## config.mk

```make
export PLATFORM = sky130hd
export DESIGN_NAME = tiny_platform_dmem_arbiter
export DESIGN_NICKNAME = d
export VERILOG_FILES = /design/src/rtl/tiny_platform_dmem_pkg.sv /design/src/rtl/tiny_platform_id_fifo.sv /design/src/rtl/tiny_platform_dmem_arbiter.sv
export SDC_FILE = /design/constraint.sdc
export NUM_CORES = 1
export LEC_CHECK = 0
export ABC_AREA = 1
export ABC_CLOCK_PERIOD_IN_PS = 1900
export CORE_AREA = 5 5 108 110
export CTS_CLUSTER_SIZE = 16
export DETAILED_ROUTE_END_ITERATION = 10
export DIE_AREA = 0 0 113 115
export PLACE_DENSITY = 0.72
export SETUP_SLACK_MARGIN = 0.1
export SLEW_MARGIN = 0
export SYNTH_ARGS = -nofsm -noshare
export SYNTH_HDL_FRONTEND = slang
export SYNTH_HIERARCHICAL = 1
export SYNTH_SLANG_ARGS = --single-unit
```

## constraint.sdc

```tcl
create_clock -name clk_i -period 1.9 [get_ports clk_i]
set_input_delay 0.19 -clock clk_i [delete_from_list [all_inputs] [get_ports clk_i]]
set_output_delay 0.19 -clock clk_i [all_outputs]
set_load 0.01 [all_outputs]
```

## src/rtl/tiny_platform_dmem_pkg.sv

```systemverilog
// Shared data-memory bus types for the tiny platform.
package tiny_platform_dmem_pkg;

  localparam int unsigned DmemAddrW = 32;
  localparam int unsigned DmemDataW = 32;
  localparam int unsigned DmemBeW   = 4;

  typedef struct packed {
    logic                 we;
    logic [DmemAddrW-1:0] addr;
    logic [DmemBeW-1:0]   be;
    logic [DmemDataW-1:0] wdata;
  } dmem_req_t;

  typedef struct packed {
    logic [DmemDataW-1:0] rdata;
    logic                 err;
  } dmem_rsp_t;

endpackage

```

## src/rtl/tiny_platform_id_fifo.sv

```systemverilog
// Small in-order FIFO of host IDs for issued-but-unanswered transactions.
module tiny_platform_id_fifo #(
  parameter int unsigned Depth = 2,
  parameter int unsigned Width = 1,
  parameter int unsigned CntW  = $clog2(Depth + 1)
) (
  input  logic             clk_i,
  input  logic             rst_ni,
  input  logic             push,
  input  logic [Width-1:0] push_data,
  input  logic             pop,
  output logic [Width-1:0] head,
  output logic [CntW-1:0]  count,
  output logic             full,
  output logic             empty
);

  localparam int unsigned PtrW = (Depth > 1) ? $clog2(Depth) : 1;

  logic [Width-1:0] mem [Depth];
  logic [PtrW-1:0]  wptr;
  logic [PtrW-1:0]  rptr;
  logic             do_push;
  logic             do_pop;

  assign full    = (count == CntW'(Depth));
  assign empty   = (count == '0);
  assign do_push = push & ~full;
  assign do_pop  = pop & ~empty;
  assign head    = mem[rptr];

  // Pointers wrap modulo Depth so non-power-of-two depths work.
  always_ff @(posedge clk_i or negedge rst_ni) begin
    if (!rst_ni) begin
      wptr  <= '0;
      rptr  <= '0;
      count <= '0;
    end else begin
      if (do_push) wptr <= (wptr == PtrW'(Depth - 1)) ? '0 : wptr + PtrW'(1);
      if (do_pop)  rptr <= (rptr == PtrW'(Depth - 1)) ? '0 : rptr + PtrW'(1);
      if (do_push && !do_pop)      count <= count + CntW'(1);
      else if (do_pop && !do_push) count <= count - CntW'(1);
    end
  end

  always_ff @(posedge clk_i) begin
    if (do_push) mem[wptr] <= push_data;
  end

endmodule

```

## src/rtl/tiny_platform_dmem_arbiter.sv

```systemverilog
// Round-robin arbiter sharing one dmem port between hosts, with request locking
// and in-order response routing by tracked host ID.
module tiny_platform_dmem_arbiter
  import tiny_platform_dmem_pkg::*;
#(
  parameter int unsigned NumHosts       = 2,
  parameter int unsigned MaxOutstanding = 2
) (
  input  logic                    clk_i,
  input  logic                    rst_ni,
  input  logic [NumHosts-1:0]     host_req_i,
  output logic [NumHosts-1:0]     host_gnt_o,
  input  logic [NumHosts-1:0]     host_we_i,
  input  logic [NumHosts*32-1:0]  host_addr_i,
  input  logic [NumHosts*4-1:0]   host_be_i,
  input  logic [NumHosts*32-1:0]  host_wdata_i,
  output logic [NumHosts-1:0]     host_rvalid_o,
  output logic [31:0]             host_rdata_o,
  output logic                    host_err_o,
  output logic                    dev_req_o,
  input  logic                    dev_gnt_i,
  output logic                    dev_we_o,
  output logic [31:0]             dev_addr_o,
  output logic [3:0]              dev_be_o,
  output logic [31:0]             dev_wdata_o,
  input  logic                    dev_rvalid_i,
  input  logic [31:0]             dev_rdata_i,
  input  logic                    dev_err_i,
  output logic                    unexpected_rsp_o
);

  localparam int unsigned IdW  = $clog2(NumHosts);
  localparam int unsigned CntW = $clog2(MaxOutstanding + 1);

  logic [IdW-1:0]  rr_ptr;
  logic            lock;
  logic [IdW-1:0]  lock_id;
  logic [IdW-1:0]  sel;
  logic [IdW-1:0]  rr_next;
  logic            found;
  logic            grant;
  logic            rsp_pop;
  logic [IdW-1:0]  id_head;
  logic [CntW-1:0] id_count;
  logic            id_full;
  logic            id_empty;
  dmem_req_t       host_pl [NumHosts];
  dmem_req_t       sel_pl;
  dmem_rsp_t       rsp;

  always_comb begin
    for (int unsigned h = 0; h < NumHosts; h++) begin
      host_pl[h] = '{we:    host_we_i[h],
                     addr:  host_addr_i[h*DmemAddrW +: DmemAddrW],
                     be:    host_be_i[h*DmemBeW +: DmemBeW],
                     wdata: host_wdata_i[h*DmemDataW +: DmemDataW]};
    end
  end

  // A stalled (locked) host keeps the port; otherwise search from rr_ptr with wrap.
  always_comb begin
    sel   = rr_ptr;
    found = 1'b0;
    if (lock) begin
      sel = lock_id;
    end else begin
      for (int unsigned i = 0; i < NumHosts; i++) begin
        if (!found && host_req_i[IdW'((32'(rr_ptr) + i) % NumHosts)]) begin
          sel   = IdW'((32'(rr_ptr) + i) % NumHosts);
          found = 1'b1;
        end
      end
    end
  end

  assign rr_next = IdW'((32'(sel) + 32'd1) % NumHosts);

  // Issue is gated on registered fullness only, so rvalid never reaches dev_req_o.
  assign dev_req_o = rst_ni & host_req_i[sel] & ~id_full;
  assign grant     = dev_req_o & dev_gnt_i;
  assign sel_pl    = host_pl[sel];
  assign dev_we_o    = sel_pl.we;
  assign dev_addr_o  = sel_pl.addr;
  assign dev_be_o    = sel_pl.be;
  assign dev_wdata_o = sel_pl.wdata;

  always_comb begin
    host_gnt_o = '0;
    if (grant) host_gnt_o[sel] = 1'b1;
  end

  assign rsp          = '{rdata: dev_rdata_i, err: dev_err_i};
  assign host_rdata_o = rsp.rdata;
  assign host_err_o   = rsp.err;
  assign rsp_pop      = rst_ni & dev_rvalid_i & ~id_empty;

  always_comb begin
    host_rvalid_o = '0;
    if (rsp_pop) host_rvalid_o[id_head] = 1'b1;
  end

  always_ff @(posedge clk_i or negedge rst_ni) begin
    if (!rst_ni) begin
      rr_ptr           <= '0;
      lock             <= 1'b0;
      lock_id          <= '0;
      unexpected_rsp_o <= 1'b0;
    end else begin
      if (grant) begin
        rr_ptr <= rr_next;
        lock   <= 1'b0;
      end else if (dev_req_o) begin
        lock    <= 1'b1;
        lock_id <= sel;
      end else begin
        lock <= 1'b0;  // locked host withdrew its request
      end
      if (dev_rvalid_i && id_empty) unexpected_rsp_o <= 1'b1;
    end
  end

  tiny_platform_id_fifo #(
    .Depth (MaxOutstanding),
    .Width (IdW),
    .CntW  (CntW)
  ) u_id_fifo (
    .clk_i     (clk_i),
    .rst_ni    (rst_ni),
    .push      (grant),
    .push_data (sel),
    .pop       (rsp_pop),
    .head      (id_head),
    .count     (id_count),
    .full      (id_full),
    .empty     (id_empty)
  );

  lock_held_a: assert property (@(posedge clk_i) disable iff (!rst_ni) lock |-> host_req_i[lock_id])
    else $error("locked host dropped its request before grant");

  count_bound_a: assert property (@(posedge clk_i) disable iff (!rst_ni) 32'(id_count) <= MaxOutstanding)
    else $error("outstanding count exceeded its bound");

endmodule
```

==> impl_metrics.json, run 1 <==
{
  "syn_avg_cell_area_sq_um": 5.035,
  "cell_internal_pwr_mw": 2.972,
  "synth_area_leader_cell": "sky130_fd_sc_hd__nand2_1",
  "start_util_pct": 15.77,
  "proportion_of_synthesized_chip_area_in_sequential_cells_pct": 15.57,
  "cts_root_buffer": "sky130_fd_sc_hd__clkbuf_8",
  "power.net_switching_mw": 2.364,
  "power.density_nw_per_um2": 1088,
  "slew_headroom_pct": 71.11,
  "maximum_number_of_pins_on_one_net_before_global_route_repair": 24,
  "cts.sink_count": 10,
  "p_seq_share_pct": 6.5,
  "detailedRoute.firstIterationViolations": 93,
  "ff_latch_area_sq_um": 260.3,
  "syn_area_sq_um": 1672,
  "design.core.area_sq_um": 10600,
  "post-place-cells": 659,
  "drt_pass1_iterations": 4,
  "setup.worst_path.start_class": "flip-flop",
  "fmax_mhz": 522.5,
  "die_w_um": 113,
  "skew_ps": 4.246,
  "clkLatencyLatePin_ps": 230,
  "area_delta_synth_final_pct": 193.3,
  "die-area_sq_um": 13000,
  "worst_min_delay_path_category": "in -> async",
  "cts.path.max_buffers": 2,
  "wire_per_inst_um": 17.31,
  "die_h_um": 115,
  "drc": 0,
  "violations": "negative setup slack",
  "cp_data_arrival_time_ps": 2030,
  "drt.antenna.violating_nets": 0,
  "critical-path-max-stage-delay_ps": 400,
  "post_cts_hold_fix_bufs": 0,
  "yosys.area.top_type_share_pct": 51.20,
  "fin_cells": 698,
  "outcome": "finished, violations left",
  "grt_antenna_before_repair": 0,
  "multiInputGateArea_sq_um": 1458,
  "placement.cell_area_sq_um": 3881,
  "routed-via-count": 2905,
  "grt_first_pass_wirelength_mm": 14.35,
  "cts-htree-levels": 1,
  "design.final.nets": 737,
  "numPortBuffers": 218,
  "antenna-diode-count": 0,
  "grt_setup_unrepaired": "yes",
  "cts_made_buffers": 3,
  "max_cap_viol_count": 0,
  "final_period_minus_worst_setup_slack_ps": 1914,
  "worstSetupPathType": "reg -> reg",
  "synth_nets": 510,
  "cts_tree": "built",
  "sw_frac_of_total_pct": 44.30,
  "yosys-top-cells-area": "sky130_fd_sc_hd__nand2_1 (51%), sky130_fd_sc_hd__buf_4 (15%), sky130_fd_sc_hd__dfrtp_1 (12%), sky130_fd_sc_hd__inv_1 (4.3%), sky130_fd_sc_hd__buf_2 (4.2%)",
  "synth.distinct_cells": 21,
  "cell_at_the_slowest_stage_of_the_critical_path": "sky130_fd_sc_hd__dfrtp_1",
  "drt-vias-per-instance": 4.162,
  "pre_cts_ws_ps": -465.7,
  "worst_slack_ps": -13.77,
  "cell_area_after_layout_sq_um": 4903,
  "grt_overflow_total": 0,
  "ys_seq_elements": 10,
  "vias_in_the_first_global_route": 2822,
  "gp_routability_congestion": 0.9378,
  "final-hold-violation-count": 0,
  "final_number_of_setup_violating_endpoints": 1,
  "path_clk_slew_ps": 50,
  "final_core_util_pct": 46.25,
  "routed_wl_mm": 12.08,
  "hpwlAfterDp_mm": 7.520,
  "critical_path.max_fanout": 3,
  "crit_family": "simple AND/OR/NAND/NOR gates",
  "cp_required_ps": 2020,
  "end_kind": "flip-flop",
  "timing.final.crit_share_pct": 100.7,
  "ys.warnings.count": 6,
  "timing.hold.ws_ps": 276.5,
  "p_comb_share_pct": 89.5,
  "critical_path_buf_inv_count": 4,
  "floorplan.io_pins": 285,
  "layout-drive-gt1-share_pct": 41.94,
  "grt_util_all_layers_pct": 13.79,
  "worst_pin_slew_ps": 428.8,
  "total_leakage_power_nw": 2.507,
  "finalMaxSlewViolations": 0,
  "fill_cells": 1009,
  "syn_inst": 332,
  "cp_cell_sequence": "a21oi_2, nand2_4, buf_6, nand3_4, nand4_1, inv_1, inv_2, nor2_4, ha_4, inv_2, nand3_2, nand2_1, nand2_1",
  "p_clk_share_pct": 4.1,
  "num_rows": 38,
  "irDropWorstVdd_mv": 0.4733
}
worst paths after layout:
kind | from | end | slack, ps | depth (start not counted)
setup / recovery | lock | u_id_fifo/count[1] | -10 | 13
hold / removal | rst_ni | lock | 280 | 2
setup reg to reg | lock | u_id_fifo/count[1] | -10 | 13
hold reg to reg | unexpected_rsp_o | unexpected_rsp_o | 460 | 1
max in group asynchronous | rst_ni | unexpected_rsp_o | 1490 | 2
min in group clk_i | dev_rdata_i[28] | host_rdata_o[28] | 380 | 0
sequential cells by signal, indices dropped and copies added, names as in the netlist:
register,count
unexpected_rsp_o,1
u_id_fifo/mem,2
rr_ptr,1
lock_id,1
u_id_fifo/count,2
u_id_fifo/wptr,1
u_id_fifo/rptr,1
lock,1
Yosys cell counts:
| cell | instances |
|---|---|
| sky130_fd_sc_hd__edfxtp_1 | 2 |
| sky130_fd_sc_hd__xnor2_1 | 1 |
| sky130_fd_sc_hd__nand3_1 | 4 |
| sky130_fd_sc_hd__nor2_2 | 3 |
| sky130_fd_sc_hd__buf_2 | 14 |
| sky130_fd_sc_hd__a21o_1 | 1 |
| sky130_fd_sc_hd__nand3b_1 | 1 |
| sky130_fd_sc_hd__nand2_2 | 1 |
| sky130_fd_sc_hd__ha_1 | 1 |
| sky130_fd_sc_hd__nand2_4 | 1 |
| sky130_fd_sc_hd__nand4_1 | 3 |
| sky130_fd_sc_hd__inv_1 | 19 |
| sky130_fd_sc_hd__dfrtp_1 | 8 |
| sky130_fd_sc_hd__nor2_1 | 6 |
| sky130_fd_sc_hd__o21ai_0 | 2 |
| sky130_fd_sc_hd__a21oi_1 | 1 |
| sky130_fd_sc_hd__nor3_1 | 1 |
| sky130_fd_sc_hd__inv_2 | 1 |
| sky130_fd_sc_hd__buf_4 | 33 |
| sky130_fd_sc_hd__nand2_1 | 228 |
| sky130_fd_sc_hd__a21oi_2 | 1 |
cell usage in the layout (no fill, tap or decap), types with 2 or more instances in the layout:
cell type	Yosys	final
sky130_fd_sc_hd__clkdlybuf4s50_1	0	142
sky130_fd_sc_hd__nand2_1	228	136
sky130_fd_sc_hd__nand2_2	1	62
sky130_fd_sc_hd__buf_2	14	42
sky130_fd_sc_hd__buf_6	0	33
sky130_fd_sc_hd__nand2_4	1	31
sky130_fd_sc_hd__buf_4	33	17
sky130_fd_sc_hd__inv_1	19	15
sky130_fd_sc_hd__clkbuf_16	0	11
sky130_fd_sc_hd__buf_16	0	8
sky130_fd_sc_hd__dfrtp_1	8	8
sky130_fd_sc_hd__nor2_1	6	6
sky130_fd_sc_hd__buf_12	0	6
sky130_fd_sc_hd__inv_2	1	4
sky130_fd_sc_hd__buf_8	0	4
sky130_fd_sc_hd__dlygate4sd2_1	0	4
sky130_fd_sc_hd__nand4_1	3	3
sky130_fd_sc_hd__clkbuf_8	0	3
sky130_fd_sc_hd__nor2_2	3	2
sky130_fd_sc_hd__nand3_2	0	2
sky130_fd_sc_hd__inv_8	0	2
sky130_fd_sc_hd__o21ai_0	2	2
sky130_fd_sc_hd__edfxtp_1	2	2
power groups by stage:
stage	logic [mW]	clock network [mW]	registers (mW)
floorplan	1.36	0	0.344
global placement	3.01	0	0.340
CTS	3.46	0.222	0.341
detailed placement	3.05	0	0.343
global route	5.11	0.239	0.351
finish	4.78	0.216	0.344
kinds of logic (layout without fill, tap and decap cells):
group                      Yosys count  after routing  synth area share [%]
and+or+nand+nor                    248            248                 57.78
buffers and inverters               67            293                 23.50
DFF                                 10             10                 15.57
xor gates and xnor gates             1              1                0.5240
AOI/OAI and AO/OA                    5              5                 1.871
adders and majority gates            1              1                0.7484
what timing repair did:
action | CTS | global route
setup endpoints to repair | 78 | 75
cloned | 6 | 16
pin swaps | 36 | 43
gates resized for setup | 313 | 172
buffers inserted | 7 | 6
hold endpoints to repair | 0 | 0
through the flow:
step / setup TNS, ps / power (mW)
floorplan: 0 / 1.704
global placement: -23400 / 3.350
detailed placement: -26190 / 3.397
CTS: -0.2152 / 4.020
global route: -517.6 / 5.703
finish: -13.77 / 5.336
final cells by class:
type	instances	area share, %
Clock buffer	3	0.8421
Sequential cell	10	5.307
Multi-Input combinational cell	255	29.73
Timing Repair inverter	2	0.4593
Clock inverter	1	0.07655
Inverter	20	2.067
Tap cell	140	3.572
Timing Repair Buffer	267	57.95
metal layers:
metal  routed length, um  GRT usage [%]  vias to the layer above
li1                    -              -                     1411
met1                4070          14.08                     1290
met2                6505          26.42                      174
met3                1144          3.895                       30
met4                 361          5.449                        0
met5                   0              0                        -
worst reg2reg max path: stages (launching register included):
cell,delay (ps)
sky130_fd_sc_hd__dfrtp_1,400
sky130_fd_sc_hd__a21oi_2,170
sky130_fd_sc_hd__nand2_4,100
sky130_fd_sc_hd__buf_6,130
sky130_fd_sc_hd__nand3_4,60
sky130_fd_sc_hd__nand4_1,170
sky130_fd_sc_hd__inv_1,130
sky130_fd_sc_hd__inv_2,50
sky130_fd_sc_hd__nor2_4,140
sky130_fd_sc_hd__ha_4,220
sky130_fd_sc_hd__inv_2,60
sky130_fd_sc_hd__nand3_2,60
sky130_fd_sc_hd__nand2_1,60
sky130_fd_sc_hd__nand2_1,40
No activity file was read; power rests on OpenSTA's default activity.
==> run 2, diff against run 1 <==
CORE_AREA = 5 5 107 109   (was 5 5 108 110)
DIE_AREA = 0 0 112 114   (was 0 0 113 115)
PLACE_DENSITY = unset   (was 0.72)
PLACE_DENSITY_LB_ADDON = 0.08   (was unset)
RECOVER_POWER = 100   (was unset)
SYNTH_HIERARCHICAL = unset   (was 1)
==> run 2 against run 1 <==
Effect of this change: the run still ends with negative setup slack left; core utilization shrank 2.2 points; global-route usage shrank 0.47 points; area after synthesis grew 15%; hold slack gained 100 ps; design area shrank 5.7%; final cell count shrank 1.3%; register-to-register slack gained 80 ps; clock-buffer cell count is the same; highest routed layer unchanged.
==> impl_metrics.json, run 2 <==
{
  "finalMaxSlewViolations": 0,
  "setup.reg_to_reg.worst_slack_ps": 70,
  "cp_data_arrival_time_ps": 1780,
  "critical_path.startpoint": "rr_ptr",
  "fmax_mhz": 508.6,
  "cell_internal_pwr_mw": 2.466,
  "worst_slack_ps": -66.02,
  "die-area_sq_um": 12770,
  "end_kind": "output pin",
  "max_cap_viol_count": 0,
  "routed_wl_mm": 9.506,
  "skew_ps": 8.556,
  "worst_r2r_endpoint": "u_id_fifo.count[1]",
  "ys_seq_elements": 10,
  "routed-via-count": 2690,
  "setup.worst_path.start_class": "flip-flop",
  "final_core_util_pct": 44.01,
  "most_used_flip_flop_cell_after_synthesis": "sky130_fd_sc_hd__dfrtp_1",
  "yosys-top-cells-area": "sky130_fd_sc_hd__nand2_1 (30%), sky130_fd_sc_hd__nand2_2 (21%), sky130_fd_sc_hd__buf_4 (13%), sky130_fd_sc_hd__dfrtp_1 (10%), sky130_fd_sc_hd__buf_12 (6.2%)",
  "fill_cells": 1133,
  "timing.final.crit_share_pct": 103.5,
  "design.core.area_sq_um": 10510,
  "worst_min_delay_path_category": "in -> out",
  "slew_headroom_pct": 70.20,
  "proportion_of_synthesized_chip_area_in_sequential_cells_pct": 13.53,
  "grt_overflow_total": 0,
  "p_comb_share_pct": 86.6,
  "design.final.nets": 728,
  "irDropWorstVdd_mv": 0.5533,
  "fin_cells": 689,
  "synth.distinct_cells": 27,
  "critical_path.max_fanout": 8,
  "path_clk_slew_ps": 50,
  "most-common-layout-cells": "sky130_fd_sc_hd__clkdlybuf4s50_1 (140), sky130_fd_sc_hd__nand2_1 (127), sky130_fd_sc_hd__nand2_2 (80), sky130_fd_sc_hd__buf_6 (44), sky130_fd_sc_hd__buf_2 (44)",
  "synth_enable_flop_cells": 2,
  "numPortBuffers": 218,
  "final_period_minus_worst_setup_slack_ps": 1966,
  "most_frequent_standard_cell_in_the_layout_excluding_fill_and_tap_cells": "sky130_fd_sc_hd__clkdlybuf4s50_1",
  "die_h_um": 114,
  "grt_util_all_layers_pct": 13.32,
  "async_reset_ff_share_pct": 80.00,
  "cts.path.max_buffers": 2,
  "yosys-top-cells-count": "sky130_fd_sc_hd__nand2_1 (155), sky130_fd_sc_hd__nand2_2 (64), sky130_fd_sc_hd__buf_4 (34)",
  "worstSetupEndpoint": "dev_addr_o[23]",
  "final-hold-violation-count": 0,
  "drt.antenna.violating_nets": 0,
  "total_leakage_power_nw": 2.306,
  "cts.sink_count": 10,
  "cts_tree": "built",
  "cts_root_buffer": "sky130_fd_sc_hd__clkbuf_8",
  "post_cts_hold_fix_bufs": 0,
  "floorplan.io_pins": 285,
  "clkLatencyLatePin_ps": 240,
  "p_clk_share_pct": 5.3,
  "cp_required_ps": 1710,
  "p_seq_share_pct": 8.1,
  "syn_inst": 317,
  "gp_routability_congestion": 0.7890,
  "power.net_switching_mw": 1.808,
  "vias_in_the_first_global_route": 2622,
  "area_delta_synth_final_pct": 140.5,
  "drt_pass1_iterations": 4,
  "yosys.area.top_type_share_pct": 30.25,
  "syn_area_sq_um": 1923,
  "antenna-diode-count": 0,
  "grt_setup_unrepaired": "yes",
  "syn_avg_cell_area_sq_um": 6.067,
  "maximum_number_of_pins_on_one_net_before_global_route_repair": 29,
  "detailedRoute.firstIterationViolations": 37,
  "post-synth-top-count-cell": "sky130_fd_sc_hd__nand2_1",
  "report.power.total_mw": 4.274,
  "grt_antenna_before_repair": 0,
  "final_number_of_setup_violating_endpoints": 19,
  "largest_registers_ranked_by_flip_flop_count": "u_id_fifo.count x2, u_id_fifo.mem x2",
  "die_w_um": 112,
  "cts-htree-levels": 1,
  "hold_start": "dev_rdata_i[16]",
  "synth_area_leader_cell": "sky130_fd_sc_hd__nand2_1",
  "ys.warnings.count": 0,
  "synth_nets": 495,
  "cts_made_buffers": 3,
  "hpwlAfterDp_mm": 7.159,
  "start_util_pct": 18.30,
  "drc": 0,
  "outcome": "finished, violations left",
  "drt-vias-per-instance": 3.904,
  "layout-drive-gt1-share_pct": 43.90,
  "num_rows": 38,
  "worst_pin_slew_ps": 447.1,
  "regToRegStartpoint": "rr_ptr",
  "worstSetupPathType": "reg -> out",
  "violations": "negative setup slack",
  "pre_cts_ws_ps": -320.3,
  "grt_first_pass_wirelength_mm": 13.79,
  "wire_per_inst_um": 13.80,
  "sw_frac_of_total_pct": 42.31,
  "worst-r2r-cell-count": 13,
  "power.density_nw_per_um2": 924.3,
  "post-place-cells": 652
}
## run 2: cell count changes after synthesis, sizes merged, moves of 2 or more
cell / previous run / this run
inv: 20 / 14
a21oi: 2 / 4
nand2: 230 / 221
nor2: 9 / 7
## run 2: worst min-delay path by stage
stage | end | slack (ps) | depth (start not counted)
after CTS | u_id_fifo.count[1] | 260 | 2
after floorplan | lock | -110 | 0
after detailed placement | host_rdata_o[0] | 380 | 0
after global routing | host_rdata_o[16] | 380 | 0
after global placement | host_rdata_o[0] | 380 | 0
final | host_rdata_o[16] | 380 | 0
## run 2: cells by family after synthesis
family / Yosys count / share of synthesized area [%]
AO/OA/AOI/OAI: 7 / 2.343
flip-flops: 10 / 13.53
adder cells (fa/ha/maj): 1 / 0.6505
XOR/XNOR: 3 / 1.367
AND/OR/NAND/NOR: 235 / 57.06
buffers and inverters: 61 / 25.05
## run 2: power groups by stage
stage	Combinational, mW	Sequential, mW	Clock, mW
detailed placement	3.06	0.347	0
floorplan	1.56	0.337	0
finish	3.70	0.346	0.227
global placement	3.07	0.347	0
CTS	3.44	0.347	0.233
global route	4.01	0.359	0.247
## run 2: area by class of cell
type / instances / area (sq um) / area share, %
sequential: 10 / 260.3 / 5.628
clock inverter: 1 / 3.754 / 0.08117
timing repair inverter: 1 / 8.758 / 0.1894
tap: 140 / 175.2 / 3.788
clock buffer: 3 / 41.29 / 0.8929
inverter: 14 / 68.82 / 1.488
multi-input combinational: 246 / 1363 / 29.46
timing repair buffer: 274 / 2704 / 58.47
## run 2: what timing repair did
item | CTS | global route
cloned | 4 | 1
resized for setup | 334 | 63
pin swaps | 14 | 12
setup buffers | 25 | 6
endpoints found under the setup margin | 76 | 75
hold endpoints to repair | 0 | 0
## run 2: layer usage
layer  global-route usage [%]  vias up  wire length (um)
met5                        0        -                 0
met3                    5.040       18               889
li1                         -     1375                 -
met4                    2.163        0               174
met2                    25.18      136              4982
met1                    14.36     1161              3459
## run 2: per-stage QoR
step	hold slack [ps]	cell area [sq um]	TNS, ps
2_1_floorplan	-105.6	1923	0
3_3_place_gp	380.1	4144	-20650
3_5_place_dp	380.1	4144	-21310
4_1_cts	262.8	4349	-1317
5_1_grt	380.0	4624	-3844
6_report	380.0	4624	-888.2
## run 2: critical path, cell delays in order, from the launching register on
cell,delay (ps)
sky130_fd_sc_hd__dfrtp_1,360
sky130_fd_sc_hd__inv_1,60
sky130_fd_sc_hd__a21oi_2,180
sky130_fd_sc_hd__nand2_4,90
sky130_fd_sc_hd__nand2_8,80
sky130_fd_sc_hd__buf_6,120
sky130_fd_sc_hd__buf_12,110
sky130_fd_sc_hd__inv_16,50
sky130_fd_sc_hd__buf_12,140
sky130_fd_sc_hd__buf_6,120
sky130_fd_sc_hd__nand2_2,40
sky130_fd_sc_hd__nand2_1,50
sky130_fd_sc_hd__buf_2,130
==> run 3, diff against run 2 <==
CORE_AREA = 5 5 108 110   (was 5 5 107 109)
DIE_AREA = 0 0 113 115   (was 0 0 112 114)
SYNTH_HIERARCHICAL = 1   (was unset)
==> run 3 against run 2 <==
Effect of this change: the flow now finishes without violations; global-route usage is 0.10 points higher; worst setup slack better by 180 ps; clock power shrank 8%; via count increased by 0.97%; hold slack is the same; core utilization is 4.8 points lower; total power decreased by 5.0%; largest cell class unchanged.
==> impl_metrics.json, run 3 (same netlist as run 1, synthesis figures left out) <==
{
  "outcome": "complete, no violations",
  "routed_wl_mm": 10.14,
  "die-area_sq_um": 13000,
  "detailedRoute.firstIterationViolations": 62,
  "worst_min_delay_path_category": "in -> out",
  "skew_ps": 2.138,
  "die_w_um": 113,
  "cell_at_the_slowest_stage_of_the_critical_path": "sky130_fd_sc_hd__dfrtp_1",
  "num_rows": 38,
  "fin_cells": 688,
  "grt_util_all_layers_pct": 13.42,
  "grt_setup_unrepaired": "yes",
  "grt_first_pass_wirelength_mm": 13.93,
  "setup.worst_path.start_class": "flip-flop",
  "critical_path.max_fanout": 7,
  "cts.path.max_buffers": 2,
  "cp_required_ps": 1710,
  "routed-via-count": 2716,
  "irDropWorstVdd_mv": 0.3477,
  "cts_tree": "built",
  "multiInputGateArea_sq_um": 1142,
  "numPortBuffers": 218,
  "critical-path-max-stage-delay_ps": 400,
  "design.core.area_sq_um": 10600,
  "total_leakage_power_nw": 2.176,
  "post_cts_hold_fix_bufs": 0,
  "cp_data_arrival_time_ps": 1600,
  "grt_antenna_before_repair": 0,
  "cts-htree-levels": 1,
  "worst_pin_slew_ps": 482.2,
  "grt_overflow_total": 0,
  "layout-drive-gt1-share_pct": 27.19,
  "largest_registers_ranked_by_flip_flop_count": "u_id_fifo/count x2, u_id_fifo/mem x2",
  "end_kind": "output pin",
  "report.power.total_mw": 4.062,
  "design.final.nets": 728,
  "area_delta_synth_final_pct": 148.8,
  "finalMaxSlewViolations": 0,
  "floorplan.io_pins": 285,
  "maximum_number_of_pins_on_one_net_before_global_route_repair": 24,
  "max_cap_viol_count": 0,
  "gp_routability_congestion": 0.8201,
  "fill_cells": 1149,
  "final-hold-violation-count": 0,
  "die_h_um": 115,
  "start_util_pct": 15.77,
  "cts.sink_count": 10,
  "hpwlAfterDp_mm": 8.006,
  "antenna-diode-count": 0,
  "drc": 0,
  "power.density_nw_per_um2": 976.8,
  "drt-vias-per-instance": 3.948,
  "vias_in_the_first_global_route": 2762,
  "path_clk_slew_ps": 50,
  "drt.antenna.violating_nets": 0,
  "final_number_of_setup_violating_endpoints": 0,
  "cts_root_buffer": "sky130_fd_sc_hd__clkbuf_8",
  "wire_per_inst_um": 14.73,
  "cp_cell_sequence": "a21oi_2, nand2_4, nand2_8, buf_6, buf_6, nand2_1, nand2_1, clkdlybuf4s15_2",
  "clkLatencyLatePin_ps": 230,
  "most_frequent_standard_cell_in_the_layout_excluding_fill_and_tap_cells": "sky130_fd_sc_hd__nand2_1",
  "placement.cell_area_sq_um": 3954,
  "cell_area_after_layout_sq_um": 4159,
  "ff_latch_area_sq_um": 260.3,
  "timing.hold.ws_ps": 380.0,
  "most-common-layout-cells": "sky130_fd_sc_hd__nand2_1 (211), sky130_fd_sc_hd__clkdlybuf4s50_1 (140), sky130_fd_sc_hd__buf_2 (51), sky130_fd_sc_hd__buf_6 (21), sky130_fd_sc_hd__buf_4 (16)",
  "cts_made_buffers": 3,
  "drt_pass1_iterations": 4,
  "timing.final.crit_share_pct": 94.10,
  "post-place-cells": 667,
  "slew_headroom_pct": 67.85,
  "final_core_util_pct": 39.23,
  "fmax_mhz": 559.3,
  "worstSetupPathType": "reg -> out",
  "final_period_minus_worst_setup_slack_ps": 1788
}
run 3: cell count changes in the layout (fill, tap and decap cells not counted), moves of 4 or more:
cell and change:
sky130_fd_sc_hd__nand2_1 +84, sky130_fd_sc_hd__nand2_2 -66, sky130_fd_sc_hd__buf_6 -23, sky130_fd_sc_hd__nand2_4 -9
sky130_fd_sc_hd__buf_12 -7, sky130_fd_sc_hd__buf_2 +7, sky130_fd_sc_hd__buf_4 -5, sky130_fd_sc_hd__inv_1 +5
sky130_fd_sc_hd__clkbuf_2 +4
run 3: layout make-up:
| type | instances | area share, % |
|---|---|---|
| timing repair buffer | 260 | 59.09 |
| multi-input combinational | 255 | 27.47 |
| clock buffer | 3 | 0.9928 |
| inverter | 20 | 1.986 |
| tap | 140 | 4.212 |
| sequential | 10 | 6.258 |
run 3: critical path, delay by kind of cell, from the launching register on:
kind / cells / cell delay, ps
AO/OA/AOI/OAI: 1 / 150
buffers and inverters: 3 / 500
AND/OR/NAND/NOR: 4 / 320
flip-flops: 1 / 400
run 3: per-stage QoR:
step / TNS, ps / setup WS [ps]
6_report: 0 / 112.2
2_1_floorplan: 0 / 266.9
3_5_place_dp: -24960 / -424.7
5_1_grt: -27.72 / -27.72
3_3_place_gp: -24290 / -417.6
4_1_cts: 0 / 51.62
run 3: repair_timing:
item	in CTS	in global routing
gates resized for setup	274	80
setup buffers	10	1
gates cloned	3	5
pin swaps	9	20
setup endpoints to repair	78	70
run 3: power breakdown:
part           switching (mW)  leakage, nW  internal, mW
Clock                  0.0712       0.0216         0.138
Sequential             0.0472        0.114         0.297
Combinational            1.72         2.04          1.79
Total                    1.83         2.18          2.23
run 3: layer usage:
| layer | GRT usage (%) | wire [um] | vias to the layer above |
|---|---|---|---|
| li1 | - | - | 1389 |
| met1 | 13.16 | 3465 | 1150 |
| met2 | 26.62 | 5430 | 147 |
| met3 | 4.526 | 988 | 30 |
| met4 | 3.766 | 252 | 0 |
| met5 | 0 | 0 | - |
run 3: worst paths after layout:
kind                                   from                  to  slack [ps]  depth (start not counted)
max in group asynchronous            rst_ni  u_id_fifo/count[1]        1110                          2
hold reg to reg            unexpected_rsp_o    unexpected_rsp_o         460                          1
setup / recovery                       lock     dev_wdata_o[30]         110                          8
setup reg to reg                     rr_ptr  u_id_fifo/count[1]         130                         15
hold / removal              dev_rdata_i[19]    host_rdata_o[19]         380                          0
min in group asynchronous            rst_ni              rr_ptr         470                          2
